<file path="src/rtl/uart_tx_fifo.sv">
// Buffered UART transmitter: byte FIFO behind a valid/ready port feeding an
// 8-bit serializer with optional parity and one or two stop bits.
module uart_tx_fifo #(
    parameter int CLKS_PER_BIT = 5208,
    parameter int FIFO_DEPTH   = 16,
    parameter int PARITY_EN    = 0,
    parameter int PARITY_ODD   = 0,
    parameter int STOP_BITS    = 1
) (
    input  logic                          clk,
    input  logic                          rst,
    input  logic                          in_valid,
    input  logic [7:0]                    in_data,
    output logic                          in_ready,
    output logic                          tx,
    output logic                          tx_busy,
    output logic                          tx_done,
    output logic [$clog2(FIFO_DEPTH):0]   fifo_count
);

    localparam int AW = $clog2(FIFO_DEPTH);
    localparam int CW = (CLKS_PER_BIT > 2) ? $clog2(CLKS_PER_BIT) : 1;
    localparam logic [CW-1:0] BIT_LAST   = CW'(CLKS_PER_BIT - 1);
    localparam logic [AW:0]   FULL_COUNT = (AW+1)'(FIFO_DEPTH);
    localparam logic          PAR_INIT   = (PARITY_ODD != 0);

    typedef enum logic [2:0] {
        S_IDLE,
        S_START,
        S_DATA,
        S_PARITY,
        S_STOP
    } state_t;

    logic [7:0]    mem [FIFO_DEPTH];
    logic [AW-1:0] wr_ptr;
    logic [AW-1:0] rd_ptr;
    logic [AW:0]   count;
    logic [7:0]    head;
    logic          fifo_nonempty;
    logic          push;
    logic          pop;

    state_t        state;
    logic [CW-1:0] bit_cnt;
    logic [2:0]    bit_idx;
    logic          stop_idx;
    logic [7:0]    shreg;
    logic          par_bit;
    logic          bit_end;
    logic          stop_end;

    assign fifo_nonempty = (count != '0);
    assign in_ready      = (count != FULL_COUNT);
    assign push          = in_valid && in_ready;
    assign head          = mem[rd_ptr];
    assign fifo_count    = count;

    assign bit_end  = (bit_cnt == BIT_LAST);
    assign stop_end = bit_end && ((STOP_BITS == 1) || stop_idx);

    // The serializer takes a byte either to start from idle or to chain the
    // next frame directly off the final stop cycle.
    assign pop = fifo_nonempty &&
                 ((state == S_IDLE) || ((state == S_STOP) && stop_end));

    always_ff @(posedge clk) begin
        if (rst) begin
            wr_ptr <= '0;
            rd_ptr <= '0;
            count  <= '0;
        end else begin
            if (push)
                wr_ptr <= wr_ptr + AW'(1);
            if (pop)
                rd_ptr <= rd_ptr + AW'(1);
            case ({push, pop})
                2'b10:   count <= count + (AW+1)'(1);
                2'b01:   count <= count - (AW+1)'(1);
                default: count <= count;
            endcase
        end
    end

    always_ff @(posedge clk) begin
        if (push)
            mem[wr_ptr] <= in_data;
    end

    // tx is registered from the current state, so the line trails the state
    // by one cycle; tx_done is timed to coincide with the last stop cycle on tx.
    always_ff @(posedge clk) begin
        if (rst) begin
            state    <= S_IDLE;
            bit_cnt  <= '0;
            bit_idx  <= '0;
            stop_idx <= 1'b0;
            shreg    <= '0;
            par_bit  <= 1'b0;
            tx       <= 1'b1;
            tx_busy  <= 1'b0;
            tx_done  <= 1'b0;
        end else begin
            tx_done <= 1'b0;
            if (state != S_IDLE)
                bit_cnt <= bit_end ? '0 : bit_cnt + CW'(1);

            case (state)
                S_IDLE: begin
                    tx <= 1'b1;
                    if (fifo_nonempty) begin
                        shreg   <= head;
                        par_bit <= (^head) ^ PAR_INIT;
                        bit_cnt <= '0;
                        tx_busy <= 1'b1;
                        state   <= S_START;
                    end
                end
                S_START: begin
                    tx <= 1'b0;
                    if (bit_end) begin
                        bit_idx <= '0;
                        state   <= S_DATA;
                    end
                end
                S_DATA: begin
                    tx <= shreg[0];
                    if (bit_end) begin
                        shreg   <= {1'b0, shreg[7:1]};
                        bit_idx <= bit_idx + 3'd1;
                        if (bit_idx == 3'd7) begin
                            stop_idx <= 1'b0;
                            state    <= (PARITY_EN != 0) ? S_PARITY : S_STOP;
                        end
                    end
                end
                S_PARITY: begin
                    tx <= par_bit;
                    if (bit_end) begin
                        stop_idx <= 1'b0;
                        state    <= S_STOP;
                    end
                end
                S_STOP: begin
                    tx <= 1'b1;
                    if (stop_end) begin
                        tx_done <= 1'b1;
                        if (fifo_nonempty) begin
                            shreg   <= head;
                            par_bit <= (^head) ^ PAR_INIT;
                            state   <= S_START;
                        end else begin
                            tx_busy <= 1'b0;
                            state   <= S_IDLE;
                        end
                    end else if (bit_end) begin
                        stop_idx <= 1'b1;
                    end
                end
                default: begin
                    tx      <= 1'b1;
                    tx_busy <= 1'b0;
                    state   <= S_IDLE;
                end
            endcase
        end
    end

endmodule

</file>
<file path="config.mk">
export PLATFORM = sky130hd
export DESIGN_NAME = uart_tx_fifo
export DESIGN_NICKNAME = d
export VERILOG_FILES = /design/src/rtl/uart_tx_fifo.sv
export SDC_FILE = /design/constraint.sdc
export NUM_CORES = 1
export LEC_CHECK = 0
export ABC_AREA = 1
export CAP_MARGIN = 0
export CORE_ASPECT_RATIO = 2
export CORE_MARGIN = 2
export CORE_UTILIZATION = 40
export CTS_CLUSTER_SIZE = 16
export DETAILED_ROUTE_END_ITERATION = 10
export PLACE_DENSITY = 0.59
export SLEW_MARGIN = 20
export SYNTH_ARGS = -nofsm -noshare
export SYNTH_HDL_FRONTEND = slang
export SYNTH_SLANG_ARGS = --single-unit
</file>
<file path="constraint.sdc">
create_clock -name clk -period 3.3 [get_ports clk]
set_clock_uncertainty 0.1 [all_clocks]
set_input_delay 0.495 -clock clk [delete_from_list [all_inputs] [get_ports clk]]
set_output_delay 0.495 -clock clk [all_outputs]
set_load 0.01 [all_outputs]
</file>
==> flow_metrics.tcl, run 1 <==
set metrics [dict create \
    outcome "finished clean" \
    peakVddDrop_v 0.000609 \
    drive_above_1_share 0.0829 \
    path_clk_slew_ns 0.07 \
    cts.sinks 176 \
    fin_nets 915 \
    path_class "flip-flop to flip-flop" \
    cts_buffers 17 \
    ys_seq_area_frac 0.609 \
    track_usage 0.189 \
    drc 0 \
    power_leakage_uw 0.00365 \
    final.min_clock_period_ns 2.93 \
    final-hold-violation-count 0 \
    syn_area_per_cell_um2 9.21 \
    clk_latency_ns 0.42 \
    startpoint_type "flip-flop" \
    via_count 5743 \
    powerDensity_mw_per_mm2 775 \
    syn_inst 857 \
    antenna_found_initial 0 \
    first_iter_violations 345 \
    critPathMaxFanout 6 \
    postRouteAntennaNets 0 \
    num_rows 72 \
    grt_max_degree 72 \
    min_path_cells 2 \
    cts_max_level 4 \
    wl_per_cell_um 15.9 \
    place_area_mm2 0.00844 \
    area_growth_pct 14.5 \
    final_cell_mix "266 x nand2_1, 128 x edfxtp_1, 95 x inv_1" \
    dp.cells 1128 \
    num_antenna_cells 0 \
    synth.distinct_cells 40 \
    async_reset_ff_frac 0 \
    yosys_warnings 0 \
    rsz0062_at_grt "no" \
    grt_pass1_wl_um 29200 \
    io_buffers 19 \
    layout_commonest_cell "nand2_1" \
    start_util 0.407 \
    critPathCaptureType "flip-flop" \
    synthesis.nets 880 \
    synth-edff-count 128 \
    gr-total-overflow 0 \
    gp_congestion 0.839 \
    ys_ff_latch 176 \
    tns_ns 0 \
    dr.pass1.iters 5 \
    core_area_mm2 0.0194 \
    maxCapViolCount 0 \
    r2r.worst_path.cells 19 \
    slew_violations 0 \
    cts_buffer_depth 2 \
    cts_tree "done" \
    avgViaCountPerCell 4.93 \
    netlist.area_leader.share 0.487 \
    max_freq_ghz 0.341 \
    final_cells 1164 \
    hp-class "flip-flop to flip-flop" \
    min_period_over_period 0.889 \
    fillCellCount 1818 \
    synth_area_mm2 0.00789 \
    worstMarginPinSlew_ns 0.674 \
    die_h_um 203 \
    synth_top_flop_cell "edfxtp_1" \
    synth_top_cell_by_area "edfxtp_1" \
    drt-total-wl_um 18600 \
    slew_headroom 0.550 \
    dp_hpwl_um 13000 \
    arrival_ns 3.14 \
    critPathRequiredTime_ns 3.51 \
    ios 20 \
    cts_root_buffer "clkbuf_16" \
    grt_pass1_vias 5556 \
    synth_area_leaders "edfxtp_1 49%, nand2_1 13%, dfxtp_1 12%" \
    setup_viol 0 \
    die_area_mm2 0.0209 \
    final_area_mm2 0.00904 \
    chipWidth_um 103 \
    postCtsHoldBufs 0 \
]
==> metrics by stage <==
stage / hold WS (ns) / utilization / worst slack [ns] / total power [uW]
floorplan: 0.326 / - / 0.496 / 4430
global placement: 0.361 / 0.436 / 0.260 / 5100
detailed placement: 0.362 / 0.436 / 0.212 / 5120
CTS: 0.374 / 0.465 / 0.186 / 7020
global route: 0.390 / 0.467 / 0.00666 / 7470
finish: 0.372 / 0.467 / 0.367 / 7000
==> Yosys cell counts, types with 2 or more instances <==
cell type / number
dfxtp_1: 48
nor3_1: 3
a221oi_1: 2
buf_1: 2
nand4_1: 8
nor2_1: 65
a21oi_1: 27
inv_2: 3
clkbuf_1: 8
buf_6: 5
xor2_1: 4
o21ai_1: 6
inv_1: 96
edfxtp_1: 128
o21ai_0: 29
o211ai_1: 5
nand3_1: 92
o21a_1: 2
nor4_1: 3
nand2_1: 266
buf_2: 17
clkinv_1: 2
a31oi_1: 7
ha_1: 12
nor2_2: 2
==> critical path, cell delays in order, from the launching register on <==
cell,delay (ns)
dfxtp_1,0.36
ha_2,0.22
nand4_1,0.10
inv_1,0.08
nand3_1,0.19
nand2_2,0.15
nand3_2,0.10
clkinvlp_4,0.13
ha_2,0.25
xor2_1,0.10
ha_1,0.19
a21o_1,0.17
nand2_1,0.07
nand2_1,0.05
a21oi_1,0.12
inv_1,0.06
o21ai_0,0.13
a21oi_1,0.07
o21ai_0,0.14
a21oi_1,0.05
==> path summary, 6_finish.rpt <==
path | start | to | slack, ns
setup / recovery | bit_cnt[0] | fifo_count[4] | 0.37
hold / removal | bit_idx[2] | bit_idx[2] | 0.37
setup reg to reg | bit_cnt[0] | fifo_count[4] | 0.37
hold reg to reg | bit_idx[2] | bit_idx[2] | 0.37
==> registers in the layout, indices dropped and copies added, names as in the netlist, named ones only <==
name / cells
bit_cnt: 13
tx: 1
tx_busy: 1
shreg: 8
fifo_count: 5
state: 3
par_bit: 1
tx_done: 1
mem: 128
rd_ptr: 4
wr_ptr: 4
bit_idx: 3
==> kinds of logic after synthesis <==
kind of cell	Yosys count	share of synthesized area
xor gates and xnor gates	5	0.00555
AOI/OAI and AO/OA	84	0.0599
and+or+nand+nor	446	0.235
buffers and inverters	134	0.0717
adders and majority gates	12	0.0190
DFF	176	0.609
==> metal layers <==
layer,vias to the layer above,share of wire,GRT usage
met5,-,0,0
li1,2903,-,-
met3,30,0.022,0.0279
met2,88,0.59,0.365
met4,0,0.029,0.0794
met1,2722,0.36,0.192
==> power breakdown <==
| part | total [uW] | internal (uW) | switching, uW |
|---|---|---|---|
| registers | 2640 | 2540 | 106 |
| clock network | 1890 | 1050 | 848 |
| logic | 2470 | 833 | 1640 |
==> timing repair <==
action	4_1_cts	5_1_grt
gates resized for setup	0	3
setup endpoints to repair	0	1
buffers inserted	0	4
==> layout make-up <==
cell class / instances / area, um2 / share of cell area
tap: 259 / 324 / 0.0359
timing repair buffer: 49 / 440 / 0.0487
clock buffer: 17 / 425 / 0.0471
sequential: 176 / 4810 / 0.532
clock inverter: 15 / 131 / 0.0145
inverter: 101 / 383 / 0.0424
multi-input combinational: 547 / 2530 / 0.280
No activity file was read; power rests on OpenSTA's default activity.
==> run 2: changes to the inputs <==
Settings changed: CAP_MARGIN 0 to 20, CORE_UTILIZATION 40 to 62, PLACE_DENSITY 0.59 to 0.83, SKIP_LAST_GASP from default to 1.
==> run 2 against run 1 <==
Via count grew 3.8%. Highest routed layer unchanged. Largest cell class unchanged. First-iteration DRC count up 110%. Largest power group unchanged. Setup slack improved by 0.015 ns. Flip-flop and latch count is the same.
==> flow_metrics.tcl, run 2 (synthesis gave the netlist of run 1 again) <==
set metrics [dict create \
    outcome "finished clean" \
    setup_ws_ns 0.382 \
    area_growth_pct 12.2 \
    wl_per_cell_um 17.7 \
    p_seq_frac 0.366 \
    io_buffers 19 \
    final_cell_mix "266 x nand2_1, 128 x edfxtp_1, 96 x inv_1" \
    tns_ns 0 \
    worstReg2RegStart "fifo_count[2]" \
    r2r.worst_path.cells 16 \
    rsz0062_at_grt "no" \
    drt-total-wl_um 18500 \
    cts.sinks 176 \
    slew_headroom 0.403 \
    slew_violations 0 \
    avgViaCountPerCell 5.71 \
    hold_end "tx" \
    drc 0 \
    cts_buffer_depth 2 \
    grt_pass1_wl_um 29500 \
    cts_buffers 17 \
    path_class "flip-flop to flip-flop" \
    critPathRequiredTime_ns 3.51 \
    power_frac_comb 0.338 \
    num_antenna_cells 0 \
    layout_commonest_cell "nand2_1" \
    cts_root_buffer "clkbuf_16" \
    critPathMaxFanout 5 \
    maxCapViolCount 0 \
    critPathCaptureType "flip-flop" \
    via_count 5960 \
    powerDensity_mw_per_mm2 813 \
    min_path_cells 2 \
    die_h_um 164 \
    drive_above_1_share 0.0671 \
    rrSetupSlack_ns 0.38 \
    dp.cells 1012 \
    clk_latency_ns 0.43 \
    gp_congestion 0.902 \
    final.min_clock_period_ns 2.92 \
    postRouteAntennaNets 0 \
    path_clk_slew_ns 0.06 \
    dp_slack_ns 0.370 \
    final_cells 1044 \
    cts_tree "done" \
    core_area_mm2 0.0125 \
    worstMarginPinSlew_ns 0.893 \
    total_power_uw 7190 \
    chipWidth_um 83.8 \
    num_rows 58 \
    final_area_mm2 0.00885 \
    die_area_mm2 0.0137 \
    p_clk_frac 0.295 \
    min_period_over_period 0.884 \
    ios 20 \
    place_area_mm2 0.00823 \
    setup_viol 0 \
    grt_max_degree 72 \
    max_stage_delay_ns 0.50 \
    max_freq_ghz 0.343 \
    crit_chain "nor4_1 > nand2_1 > nand3_2 > inv_1 > ha_2 > xor2_1 > ha_1 > a21o_1 > nand2_1 > nand2_1 > a21oi_1 > inv_1 > o21ai_0 > a21oi_1 > o21ai_0 > a21oi_1" \
    cts_setup_buffers 0 \
    switching_share 0.364 \
    hp-start "shreg[0]" \
    p_int_uw 4580 \
    peakVddDrop_v 0.000685 \
    final-hold-violation-count 0 \
    hp-class "flip-flop to flip-flop" \
    fillCellCount 883 \
    power_leakage_uw 0.00361 \
    largest_register_ffs 128 \
    cp_slowest_cell "nor4_1" \
    arrival_ns 3.13 \
    gr-total-overflow 0 \
    first_iter_violations 726 \
    cts_max_level 4 \
    antenna_found_initial 0 \
    grt_pass1_vias 5824 \
    start_util 0.632 \
    power_switching_uw 2620 \
    r2r_end "fifo_count[4]" \
    critPathLaunch "fifo_count[2]" \
    track_usage 0.282 \
    fin_nets 904 \
    top_register "mem" \
    startpoint_type "flip-flop" \
    dp_hpwl_um 12000 \
    dr.pass1.iters 7 \
    top_regs "mem (128), bit_cnt (13), shreg (8)" \
]
==> run 2: cell count changes in the layout (fill, tap and decap cells not counted), sizes merged <==
cell | previous run | this run
clkinv | 7 | 3
bufinv | 1 | 4
buf | 30 | 19
clkbuf | 17 | 20
inv | 104 | 102
==> run 2: area by class of cell <==
cell class / instances / area (um2) / area share
Clock buffer: 20 / 437 / 0.0493
Clock inverter: 12 / 185 / 0.0209
Inverter: 101 / 379 / 0.0428
Multi-Input combinational cell: 547 / 2520 / 0.285
Sequential cell: 176 / 4810 / 0.543
Tap cell: 150 / 188 / 0.0212
Timing Repair Buffer: 38 / 333 / 0.0376
==> run 2: power by group through the flow <==
stage	Combinational [uW]	Clock, uW	Sequential [uW]
floorplan	1760	0	2670
global placement	2310	0	2670
detailed placement	2360	0	2680
CTS	2400	2130	2630
global route	2730	2220	2650
finish	2430	2120	2640
==> run 2: routing by layer <==
| metal | GRT usage | part of all wire | wire (um) |
|---|---|---|---|
| met1 | 0.298 | 0.34 | 6330 |
| met2 | 0.519 | 0.53 | 9850 |
| met3 | 0.0485 | 0.061 | 1130 |
| met4 | 0.161 | 0.063 | 1160 |
| met5 | 0 | 0 | 0 |
==> run 2: worst max-delay path by stage <==
stage | end | slack, ns | cells past startpoint
final | fifo_count[4] | 0.38 | 16
after global routing | fifo_count[4] | 0.06 | 19
after CTS | fifo_count[4] | 0.34 | 19
after detailed placement | fifo_count[4] | 0.37 | 16
after global placement | fifo_count[4] | 0.44 | 16
after floorplan | fifo_count[4] | 0.50 | 19
==> run 2: repair_timing <==
action / 4_1_cts / 5_1_grt
resized for setup: 0 / 1
endpoints found under the setup margin: 0 / 1
hold buffers: 0 / 0
endpoints found under the hold margin: 0 / 0
==> run 2: critical path: cells and delay by family (launching register included) <==
kind | cells | cell delay [ns]
buffers and inverters | 2 | 0.12
AOI/OAI and AO/OA | 6 | 0.68
and+or+nand+nor | 5 | 0.99
xor gates and xnor gates | 1 | 0.17
adders and majority gates | 2 | 0.40
DFF | 1 | 0.35
==> run 2: per-stage QoR <==
stage / hold slack (ns) / utilization
2_1_floorplan: 0.326 / -
3_3_place_gp: 0.355 / 0.659
3_5_place_dp: 0.355 / 0.659
4_1_cts: 0.373 / 0.709
5_1_grt: 0.401 / 0.709
6_report: 0.373 / 0.709
==> run 3: changes to the inputs <==
Settings changed: CAP_MARGIN 20 to default.
==> results of run 3 <==
Same layout as run 2: the final DEF is identical, and so are final timing and power.
